### src/rtl/uart_pkg.sv
// rtl/uart_pkg.sv - shared UART transmitter state encoding, parity modes and frame helpers
package uart_pkg;

  typedef enum logic [2:0] {
    ST_IDLE   = 3'd0,
    ST_START  = 3'd1,
    ST_DATA   = 3'd2,
    ST_PARITY = 3'd3,
    ST_STOP   = 3'd4
  } tx_state_e;

  localparam logic [1:0] PAR_NONE  = 2'b00;
  localparam logic [1:0] PAR_ODD   = 2'b01;
  localparam logic [1:0] PAR_EVEN  = 2'b10;
  localparam logic [1:0] PAR_NONE2 = 2'b11;

  function automatic logic [3:0] data_bits(input logic [1:0] len);
    return 4'd5 + {2'b00, len};
  endfunction

  function automatic logic parity_on(input logic [1:0] par);
    return (par == PAR_ODD) || (par == PAR_EVEN);
  endfunction

  // Parity covers only the bits that go on the line; odd mode inverts the XOR.
  function automatic logic parity_bit(input logic [7:0] data, input logic [1:0] len,
                                      input logic [1:0] par);
    logic [7:0] mask;
    mask = 8'hFF >> (2'd3 - len);
    return (^(data & mask)) ^ (par == PAR_ODD);
  endfunction

endpackage

### src/rtl/uart_fifo.sv
// rtl/uart_fifo.sv - byte FIFO with push/pop/flush and occupancy level
module uart_fifo #(
  parameter int DEPTH = 16
) (
  input  logic                      clk,
  input  logic                      rst_n,
  input  logic                      push,
  input  logic [7:0]                push_data,
  input  logic                      pop,
  input  logic                      flush,
  output logic [7:0]                pop_data,
  output logic [$clog2(DEPTH):0]    level
);

  localparam int AW = $clog2(DEPTH);
  localparam int LW = AW + 1;

  logic [7:0]    mem_q [DEPTH];
  logic [AW-1:0] wr_ptr_q, wr_ptr_d;
  logic [AW-1:0] rd_ptr_q, rd_ptr_d;
  logic [LW-1:0] level_q, level_d;
  logic          push_ok;
  logic          pop_ok;

  assign push_ok  = push && !flush && (level_q != LW'(DEPTH));
  assign pop_ok   = pop && (level_q != '0);
  assign pop_data = mem_q[rd_ptr_q];
  assign level    = level_q;

  // A flush wins over everything; a pop on the same edge still hands out the head byte.
  always_comb begin
    wr_ptr_d = wr_ptr_q;
    rd_ptr_d = rd_ptr_q;
    level_d  = level_q;
    if (flush) begin
      wr_ptr_d = '0;
      rd_ptr_d = '0;
      level_d  = '0;
    end else begin
      if (push_ok) wr_ptr_d = wr_ptr_q + AW'(1);
      if (pop_ok)  rd_ptr_d = rd_ptr_q + AW'(1);
      if (push_ok && !pop_ok)      level_d = level_q + LW'(1);
      else if (!push_ok && pop_ok) level_d = level_q - LW'(1);
    end
  end

  always_ff @(posedge clk or negedge rst_n) begin
    if (!rst_n) begin
      wr_ptr_q <= '0;
      rd_ptr_q <= '0;
      level_q  <= '0;
    end else begin
      wr_ptr_q <= wr_ptr_d;
      rd_ptr_q <= rd_ptr_d;
      level_q  <= level_d;
    end
  end

  always_ff @(posedge clk) begin
    if (push_ok) mem_q[wr_ptr_q] <= push_data;
  end

endmodule

### src/rtl/uart_tx_buf.sv
// rtl/uart_tx_buf.sv - buffered UART transmitter: FIFO, frame FSM, bit divisor and shifter
module uart_tx_buf
  import uart_pkg::*;
#(
  parameter int FIFO_DEPTH = 16,
  parameter int DIV_W      = 16
) (
  input  logic                          clk,
  input  logic                          rst_n,
  input  logic                          in_valid,
  input  logic [7:0]                    in_data,
  output logic                          in_ready,
  input  logic [DIV_W-1:0]              cfg_div,
  input  logic [1:0]                    cfg_len,
  input  logic [1:0]                    cfg_par,
  input  logic                          cfg_stop2,
  input  logic                          tx_en,
  input  logic                          flush,
  input  logic [$clog2(FIFO_DEPTH):0]   cfg_thresh,
  output logic                          tx,
  output logic                          busy,
  output logic [$clog2(FIFO_DEPTH):0]   level,
  output logic                          irq_lvl,
  output logic                          irq_done
);

  localparam int LW = $clog2(FIFO_DEPTH) + 1;

  tx_state_e      state_q, state_d;
  logic [DIV_W-1:0] div_cnt_q, div_cnt_d;
  logic [DIV_W-1:0] div_lat_q, div_lat_d;
  logic [2:0]     bit_cnt_q, bit_cnt_d;
  logic [3:0]     nbits_q, nbits_d;
  logic           par_en_q, par_en_d;
  logic           par_val_q, par_val_d;
  logic           stop2_q, stop2_d;
  logic [7:0]     sh_q, sh_d;
  logic           tx_q, tx_d;
  logic           busy_q, busy_d;
  logic           irq_lvl_q, irq_lvl_d;
  logic           irq_done_q, irq_done_d;
  logic           run_q, run_d;

  logic           fifo_pop;
  logic [7:0]     fifo_data;
  logic [LW-1:0]  fifo_level;
  logic           bit_end;
  logic           can_start;

  uart_fifo #(.DEPTH(FIFO_DEPTH)) u_fifo (
    .clk       (clk),
    .rst_n     (rst_n),
    .push      (in_valid && in_ready),
    .push_data (in_data),
    .pop       (fifo_pop),
    .flush     (flush),
    .pop_data  (fifo_data),
    .level     (fifo_level)
  );

  // run_q keeps in_ready low through reset and for the release edge itself.
  assign in_ready  = run_q && (fifo_level < LW'(FIFO_DEPTH)) && !flush;
  assign bit_end   = (div_cnt_q == div_lat_q - DIV_W'(1));
  assign can_start = tx_en && (fifo_level != '0);

  assign tx       = tx_q;
  assign busy     = busy_q;
  assign level    = fifo_level;
  assign irq_lvl  = irq_lvl_q;
  assign irq_done = irq_done_q;

  always_comb begin
    state_d    = state_q;
    div_cnt_d  = '0;
    div_lat_d  = div_lat_q;
    bit_cnt_d  = bit_cnt_q;
    nbits_d    = nbits_q;
    par_en_d   = par_en_q;
    par_val_d  = par_val_q;
    stop2_d    = stop2_q;
    sh_d       = sh_q;
    irq_done_d = 1'b0;
    run_d      = 1'b1;
    fifo_pop   = 1'b0;

    if (state_q != ST_IDLE) div_cnt_d = bit_end ? '0 : div_cnt_q + DIV_W'(1);

    case (state_q)
      ST_IDLE: begin
        if (can_start) fifo_pop = 1'b1;
      end
      ST_START: begin
        if (bit_end) begin
          state_d   = ST_DATA;
          bit_cnt_d = '0;
        end
      end
      ST_DATA: begin
        if (bit_end) begin
          sh_d = sh_q >> 1;
          if ({1'b0, bit_cnt_q} == nbits_q - 4'd1) begin
            state_d   = par_en_q ? ST_PARITY : ST_STOP;
            bit_cnt_d = '0;
          end else begin
            bit_cnt_d = bit_cnt_q + 3'd1;
          end
        end
      end
      ST_PARITY: begin
        if (bit_end) begin
          state_d   = ST_STOP;
          bit_cnt_d = '0;
        end
      end
      ST_STOP: begin
        if (bit_end) begin
          if (stop2_q && (bit_cnt_q == 3'd0)) begin
            bit_cnt_d = 3'd1;
          end else if (can_start) begin
            fifo_pop = 1'b1;
          end else begin
            state_d    = ST_IDLE;
            irq_done_d = (fifo_level == '0);
          end
        end
      end
      default: state_d = ST_IDLE;
    endcase

    // Frame configuration is captured together with the byte it applies to.
    if (fifo_pop) begin
      state_d   = ST_START;
      div_cnt_d = '0;
      bit_cnt_d = '0;
      div_lat_d = (cfg_div < DIV_W'(2)) ? DIV_W'(2) : cfg_div;
      nbits_d   = data_bits(cfg_len);
      par_en_d  = parity_on(cfg_par);
      par_val_d = parity_bit(fifo_data, cfg_len, cfg_par);
      stop2_d   = cfg_stop2;
      sh_d      = fifo_data;
    end

    case (state_q)
      ST_START:  tx_d = 1'b0;
      ST_DATA:   tx_d = sh_q[0];
      ST_PARITY: tx_d = par_val_q;
      default:   tx_d = 1'b1;
    endcase

    busy_d    = (state_d != ST_IDLE);
    irq_lvl_d = tx_en && (fifo_level <= cfg_thresh);
  end

  always_ff @(posedge clk or negedge rst_n) begin
    if (!rst_n) begin
      state_q    <= ST_IDLE;
      div_cnt_q  <= '0;
      div_lat_q  <= DIV_W'(2);
      bit_cnt_q  <= '0;
      nbits_q    <= 4'd8;
      par_en_q   <= 1'b0;
      par_val_q  <= 1'b0;
      stop2_q    <= 1'b0;
      sh_q       <= '0;
      tx_q       <= 1'b1;
      busy_q     <= 1'b0;
      irq_lvl_q  <= 1'b0;
      irq_done_q <= 1'b0;
      run_q      <= 1'b0;
    end else begin
      state_q    <= state_d;
      div_cnt_q  <= div_cnt_d;
      div_lat_q  <= div_lat_d;
      bit_cnt_q  <= bit_cnt_d;
      nbits_q    <= nbits_d;
      par_en_q   <= par_en_d;
      par_val_q  <= par_val_d;
      stop2_q    <= stop2_d;
      sh_q       <= sh_d;
      tx_q       <= tx_d;
      busy_q     <= busy_d;
      irq_lvl_q  <= irq_lvl_d;
      irq_done_q <= irq_done_d;
      run_q      <= run_d;
    end
  end

endmodule

### config.mk
export PLATFORM = sky130hd
export DESIGN_NAME = uart_tx_buf
export DESIGN_NICKNAME = d
export VERILOG_FILES = /design/src/rtl/uart_pkg.sv /design/src/rtl/uart_fifo.sv /design/src/rtl/uart_tx_buf.sv
export SDC_FILE = /design/constraint.sdc
export NUM_CORES = 1
export LEC_CHECK = 0
export BUFFER_PORTS_ARGS = -buffer_cell sky130_fd_sc_hd__buf_2
export CAP_MARGIN = 40
export CORE_UTILIZATION = 40
export CTS_BUF_LIST = sky130_fd_sc_hd__clkbuf_8
export DETAILED_ROUTE_END_ITERATION = 12
export REMOVE_ABC_BUFFERS = 1
export SLEW_MARGIN = 25
export SYNTH_ARGS = -nofsm -noshare
export SYNTH_HDL_FRONTEND = slang
export SYNTH_SLANG_ARGS = --single-unit
### constraint.sdc
create_clock -name clk -period 3.6 [get_ports clk]
set_input_delay 0.72 -clock clk [delete_from_list [all_inputs] [get_ports clk]]
set_output_delay 0.72 -clock clk [all_outputs]
set_load 0.005 [all_outputs]
==> metrics.md, run 1 <==
| Metric | Value |
|---|---|
| Initial antenna violation count | 0 |
| Clock tree buffer depth | 2 |
| Met1 GRT Util | between 20% and 30% |
| R2R depth | 13 |
| LEAKAGE | 4.112 nW |
| Final design utilization | between 40% and 50% |
| Final min period | about 3500 ps |
| Worst path cell trace | or4_4 > or2_4 > or4_4 > o211ai_2 > nor3_2 > a41o_1 > a21oi_4 > inv_2 > fa_2 > a21o_1 > a21oi_2 > nor3_2 > nor4_2 |
| # rows | 55 |
| CP Launch Type | flop |
| Slew Viols, Final | 0 |
| Core ar. | between 20,000 and 25,000 um2 |
| Power Dens Cells | 390.3 nW/um2 |
| Final ANT Viol Nets | 0 |
| Die area | 24,030 um2 |
| GR met3 Demand/Resource | 3.148% |
| Comb power frac | roughly 4.7% |
| Clock buffer count from CTS | 17 |
| # port buffers | 48 |
| CP max stage delay | between 500 and 600 ps |
| Busiest grt layer | met2 |
| Synth-to-Final Area Change | 14.37% |
| Area of the multi-input gates | around 3500 um2 |
| CTS tree | built |
| CP max-delay cell | or4_4 |
| Non-Filler Instances | 1,118 |
| Vias/cell | about 5.4 |
| Sequential group share of total power | around 59% |
| Avg WL per Cell | ~18 um |
| Primary FF master, synth | edfxtp_1 |
| Final Setup Violations | 0 |
| Post-Route WL | 20,450 um |
| Synth warn | 0 |
| DRC errors left | 0 |
| Layout cell share with drive strength beyond 1 | approximately 23% |
| Post-Place Cells | about 1,100 |
| Asr flop ratio synth | 35.68% |
| Distinct cells, synth | 71 |
| WP data arrival | just under 4000 ps |
| First-pass GRT wire length | roughly 33,000 um |
| Maximum VDD drop | 0.0002276 V |
| FF+latch area | 5625 um2 |
| Vias | about 6,000 |
| Crit Reg-Reg Endpoint | u_fifo.level[4]$_DFFE_PN0P_ |
| TritonCTS Sinks | 199 |
| Global Route Usage Sum | between 15 and 20% |
| Ant diodes | 0 |
| Post-DP HPWL | 14,620 um |
| Tightest Pin Transition | roughly 800 ps |
| Post-Syn Instances | 708 |
| Sw power | 0.001093 W |
| Number of synthesized flops with an enable pin | about 130 |
| Clock slew at reported path FFs | around 110 ps |
| Grt ovf | 0 |
| Sequential area share after synthesis | between 60% and 70% |
| Final GP Congestion | 0.8702 |
| Synthesized cell area | approximately 9400 um2 |
| Status | finished clean |
| P_int | about 0.0031 W |
| Skew final | between 15 and 20 ps |
| Endpoints failing hold | 0 |
| CP Max Fanout | 3 |
| Filler Cell Count | between 1,500 and 2,000 |
| Flop2flop setup slack | around 64 ps |
| RSZ-0062 raised after global routing | false |
| Max Clock Freq | about 280 MHz |
| Rel. slew slack | 46.90% |
| DR iter-0 viols | 341 |
| Met2 GRT Util | a little under a third |
| Fin crit share | a little over nine tenths |
| Chip height | ~160 um |
| DIE WIDTH | 155.0 um |
| Syn Area/Cell | 13.23 um2 |
| Worst Path Required | between 3000 and 4000 ps |
| # H-tree levels | 4 |
| Initial core utilization | ~41% |
| Worst-Skew Late Latency | between 400 and 500 ps |
| Max_cap viols | 0 |
| RR Startpoint | div_lat_q[10]$_DFFE_PN0N_ |
| Vias in the first global route | about 6,100 |
| DRT Pass-1 Iters | 6 |
| I/O pins | 49 |
| Largest net degree at the start of global routing | 38 |
| Min-Delay Path Class | input port to asynchronous set/reset pin |
| Power share of the clock group | between 30 and 40% |
| FF+latch count, synth | 199 |
| Clock root buffer | clkbuf_8 |
| CP Class | flop to flop |
| Critical Path End Type | flop |
| Sw frac | between 20% and 30% |
| Nets | approximately 850 |
[logic make-up after synthesis]
group	count (synthesis)	synth area share [%]
flops	199	60.05
mux	73	10.62
xor+xnor	51	4.769
simple gates	191	10.73
fa+ha+maj	23	3.153
compound gates	105	7.668
other cells	1	0.04004
buf+inv	65	2.979
[layer usage]
| metal | share of wire [%] | vias to the layer above |
|---|---|---|
| li1 | - | 2805 |
| met1 | 45 | 3024 |
| met2 | 50 | 139 |
| met3 | 3.5 | 28 |
| met4 | 1.8 | 0 |
| met5 | 0 | - |
[power groups by stage]
stage | Clock (W) | Combinational [W] | Sequential (W)
2_1_floorplan | 0 | 0.0000843 | 0.00251
3_3_place_gp | 0 | 0.000178 | 0.00251
3_5_place_dp | 0 | 0.000194 | 0.00251
4_1_cts | 0.00156 | 0.000197 | 0.00246
5_1_grt | 0.00164 | 0.000216 | 0.00246
6_report | 0.00152 | 0.000195 | 0.00246
[synth_stat cells, types with 4 or more instances]
library cell	count	area [um2]
a21oi_1	26	130.1
a221oi_1	16	140.1
a22oi_1	9	67.56
a31oi_1	4	25.02
and2_1	7	43.79
and3_1	5	31.28
buf_2	7	35.03
clkbuf_1	19	71.32
dfrtp_1	68	1702
edfxtp_1	128	3844
ha_1	22	275.3
inv_1	31	116.4
mux2_4	12	180.2
mux2i_1	42	420.4
mux4_2	16	360.4
nand2_1	37	138.9
nand3_1	22	110.1
nand4_1	7	43.79
nor2_1	57	214.0
nor3_1	17	85.08
nor3b_1	4	30.03
nor4_1	9	56.30
o211ai_1	5	37.54
o21ai_0	21	105.1
o31ai_1	4	30.03
xnor2_1	23	201.4
xor2_1	28	245.2
[flip-flops by register name (all words and copies together) (netlist names), 4 cells and up]
signal / cells
u_fifo.mem_q: 128
u_fifo.level: 5
div_cnt_q: 16
u_fifo.rd_ptr_q: 4
sh_q: 8
nbits_q: 4
div_lat_q: 16
u_fifo.wr_ptr_q: 4
[through the flow]
step | total power (W) | TNS [ps] | instance area, um2 | hold WS, ps | worst slack, ps
floorplan | 0.002592 | -147.7 | 9215 | 424.4 | -147.7
global placement | 0.002687 | 0 | 10190 | 481.4 | 15.44
detailed placement | 0.002703 | -106.9 | 10210 | 476.1 | -106.9
CTS | 0.004212 | 0 | 10660 | 189.2 | 6.673
global route | 0.004316 | 0 | 10710 | 205.7 | 1.350
finish | 0.004181 | 0 | 10710 | 184.7 | 63.94
[critical path: cells and delay by family, from the launching register on]
kind,cells,cell delay (ps)
flops,1,410
compound gates,5,920
simple gates,6,1710
fa+ha+maj,1,350
buf+inv,1,70
[cells in the final DEF (no fill, tap or decap), types with 9 or more instances in the layout]
master      n
mux2i_1    42
mux4_2     16
a221oi_1   16
nand2_1    37
a21oi_1    25
edfxtp_1  128
nor3_1     17
nor4_1      9
a22oi_1     9
mux2_4     12
nand3_1    22
dfrtp_1    67
inv_1      31
nor2_1     56
xnor2_1    23
ha_1       21
clkbuf_8   17
buf_2      47
xor2_1     28
o21ai_0    20
buf_4      47
[layout make-up]
cell class | count | area share (%)
flip-flops and latches | 199 | 52.51
inverters | 34 | 1.191
clock buffers | 17 | 2.184
repair buffers | 96 | 5.863
well taps | 313 | 3.656
multi-input cells | 444 | 32.75
clock inverters | 15 | 1.845
[what timing repair did]
item	CTS	global route
gates resized for setup	3	6
setup endpoints to repair	1	2
buffers inserted	1	2
hold endpoints to repair	0	0
hold buffers	0	0
pin swaps	3	7
[worst max path at each step]
stage	start	to	slack [ps]	depth (start not counted)
global placement	div_lat_q[8]$_DFFE_PN0N_	u_fifo.level[4]$_DFFE_PN0P_	20	14
CTS	div_lat_q[8]$_DFFE_PN0N_	u_fifo.level[4]$_DFFE_PN0P_	7	14
floorplan	div_lat_q[8]$_DFFE_PN0N_	u_fifo.level[4]$_DFFE_PN0P_	-150	14
detailed placement	div_lat_q[8]$_DFFE_PN0N_	u_fifo.level[4]$_DFFE_PN0P_	-110	14
finish	div_lat_q[10]$_DFFE_PN0N_	u_fifo.level[4]$_DFFE_PN0P_	60	13
global route	div_lat_q[10]$_DFFE_PN0N_	u_fifo.level[4]$_DFFE_PN0P_	1	14
(Power assumes the default switching activity.)
==> run 2, diff against run 1 <==
--- a/config.mk
+++ b/config.mk
@@ -7,9 +7,11 @@
 export LEC_CHECK = 0
 export BUFFER_PORTS_ARGS = -buffer_cell sky130_fd_sc_hd__buf_2
 export CAP_MARGIN = 40
-export CORE_UTILIZATION = 40
+export CORE_UTILIZATION = 55
 export CTS_BUF_LIST = sky130_fd_sc_hd__clkbuf_8
+export CTS_CLUSTER_SIZE = 20
 export DETAILED_ROUTE_END_ITERATION = 12
+export PLACE_DENSITY = 0.76
 export REMOVE_ABC_BUFFERS = 1
 export SLEW_MARGIN = 25
 export SYNTH_ARGS = -nofsm -noshare
==> metrics.md, run 2 (synthesis results as in run 1) <==
| Metric | Value |
|---|---|
| Maximum VDD drop | 0.0003413 V (+50%) |
| Nets | 854 (unchanged) |
| DIE WIDTH | 132.5 um (-15%) |
| Max Clock Freq | 279.1 MHz (-1.3%) |
| Worst-Skew Late Latency | 490 ps (about the same) |
| Skew final | 16.19 ps (-1.317 ps) |
| Placement Setup Slack | -19.17 ps (+87.75 ps) |
| Tightest Pin Transition | 778.8 ps (-6.630 ps) |
| CTS tree | built |
| Avg WL per Cell | 20.03 um (+9.5%) |
| WP data arrival | 3940 ps (+20 ps) |
| CP bufs+invs | 1 (unchanged) |
| Sequential group share of total power | 58.9% (about the same) |
| First-pass GRT wire length | 32,580 um (-0.42%) |
| Clock buffer count from CTS | 17 (unchanged) |
| Ant diodes | 0 (unchanged) |
| Die area | 17,560 um2 (-27%) |
| Core ar. | 16,580 um2 (-27%) |
| Vias in the first global route | 6,155 (+1.4%) |
| Chip height | 132.5 um (-15%) |
| DRT Pass-1 Iters | 5 (-1) |
| Worst Path Required | 3950 ps (-40 ps) |
| Layout cell share with drive strength beyond 1 | 23.85% (+0.75 points) |
| Power Dens Cells | 390.2 nW/um2 (about the same) |
| Most common cell after layout, fill and taps aside | edfxtp_1 |
| Critical Path End Type | flop |
| CP delay by family, top | simple AND/OR/NAND/NOR gates |
| CP max-delay cell | or4_4 |
| Global Route Usage Sum | 24.52% (+6.7 points) |
| Max_cap viols | 0 (unchanged) |
| Min-Delay Path Class | input port to asynchronous set/reset pin |
| Fin crit share | 99.51% (+1.3 points) |
| DR iter-0 viols | 516 (+51%) |
| Fin worst setup slack | 17.49 ps (-46.44 ps) |
| Slew Viols, Final | 0 (unchanged) |
| Sw frac | 25.86% (-0.29 points) |
| P_int | 0.003097 W (+0.30%) |
| Clock root buffer | clkbuf_8 |
| Clock slew at reported path FFs | 100 ps (about the same) |
| Rel. slew slack | 47.35% (+0.45 points) |
| Most flops, register | u_fifo.mem_q |
| Final design utilization | 64.55% (+18 points) |
| # rows | 47 (-15%) |
| Final Setup Violations | 0 (unchanged) |
| Vias | 6,124 (+2.1%) |
| Vias/cell | 5.975 (+11%) |
| DRC errors left | 0 (unchanged) |
| CP Class | flop to flop |
| Most frequent cells in the layout | 128 x edfxtp_1, 67 x dfrtp_1, 56 x nor2_1 |
| Endpoints failing hold | 0 (unchanged) |
| Clock tree buffer depth | 2 (unchanged) |
| Most frequent CP cell | or4_4 |
| Largest net degree at the start of global routing | 45 (+18%) |
| Initial core utilization | 56.48% (+15 points) |
| Final GP Congestion | 0.9072 (+4.3%) |
| Hold_buf cts | 0 (unchanged) |
| Post-Route WL | 20,530 um (+0.41%) |
| LEAKAGE | 4.120 nW (+0.19%) |
| # H-tree levels | 4 (unchanged) |
| Power share of the clock group | 35.9% (-0.6 points) |
| Sw power | 0.001080 W (-1.2%) |
| Largest register FFs | 128 (unchanged) |
| # port buffers | 48 (unchanged) |
| I/O pins | 49 (unchanged) |
| Status | finished clean |
| CP Launch Type | flop |
| Largest regs | u_fifo.mem_q: 128 flops, div_cnt_q: 16 flops, div_lat_q: 16 flops |
| TritonCTS Sinks | 199 (unchanged) |
| Comb power frac | 5.2% (+0.5 points) |
| Synth-to-Final Area Change | 14.28% (about the same) |
| Initial antenna violation count | 0 (unchanged) |
| Final ANT Viol Nets | 0 (unchanged) |
| Worst path cell trace | or4_4 > or2_4 > or4_4 > o211ai_4 > nor3_2 > a41o_1 > a21oi_4 > inv_2 > fa_2 > a21o_1 > a21oi_2 > o21ai_1 > nor2_1 > nor4_2 |
| Grt ovf | 0 (unchanged) |
| CP Max Fanout | 3 (unchanged) |
| Post-DP HPWL | 14,370 um (-1.7%) |
| Final min period | 3583 ps (+46.44 ps) |
| RSZ-0062 raised after global routing | true |
| CP max stage delay | 550 ps (about the same) |
==> run 2: area by class of cell <==
cell class,instances,area [um2]
tap,220,275.3
timing repair buffer,96,658.1
clock buffer,17,234.0
inverter,34,127.6
clock inverter,15,210.2
multi-input combinational,444,3573
sequential,199,5625
fill,1214,5879
==> run 2: metal layers <==
metal  global-route usage [%]  part of all wire (%)  wire [um]  vias up
li1                         -                     -          -     2797
met1                    31.87                    40       8257     3055
met2                    40.82                    51      10400      237
met3                    5.824                   7.3       1493       35
met4                    7.791                   1.8        377        0
met5                        0                     0          0        -
==> run 2: path summary, 6_finish.rpt <==
kind | from | end | slack (ps) | depth (start not counted)
worst max-delay path | div_lat_q[9]$_DFFE_PN0N_ | u_fifo.level[4]$_DFFE_PN0P_ | 20 | 14
worst min-delay path | rst_n | div_lat_q[10]$_DFFE_PN0N_ | 90 | 1
worst max register to register | div_lat_q[9]$_DFFE_PN0N_ | u_fifo.level[4]$_DFFE_PN0P_ | 20 | 14
worst min register to register | par_val_q$_DFFE_PN0N_ | par_val_q$_DFFE_PN0N_ | 530 | 2
max in group asynchronous | rst_n | div_lat_q[1]$_DFFE_PN1N_ | 2990 | 2
min in group clk | cfg_len[0] | nbits_q[0]$_DFFE_PN0N_ | 470 | 2
==> run 2: through the flow <==
| stage | hold slack [ps] | instance area [um2] | std cells | setup TNS [ps] | total power, W |
|---|---|---|---|---|---|
| global route | 65.98 | 10700 | 1025 | -118.0 | 0.004295 |
| floorplan | 424.4 | 9215 | 677 | -147.7 | 0.002592 |
| CTS | 339.1 | 10560 | 1022 | 0 | 0.004177 |
| detailed placement | 499.4 | 10100 | 989 | -19.17 | 0.002703 |
| finish | 89.35 | 10700 | 1025 | 0 | 0.004177 |
| global placement | 477.6 | 10100 | 989 | 0 | 0.002687 |
==> run 2: repair_timing <==
item                       CTS  global route
buffers inserted             1             2
setup endpoints to repair    1             3
pin swaps                    4            17
cloned                       0             0
gates resized for setup      2            16
==> run 2: power by group through the flow <==
stage	clock [W]	combinational (W)	sequential, W
global route	0.00160	0.000237	0.00246
global placement	0	0.000179	0.00251
finish	0.00150	0.000218	0.00246
CTS	0.00152	0.000199	0.00246
detailed placement	0	0.000194	0.00251
floorplan	0	0.0000843	0.00251
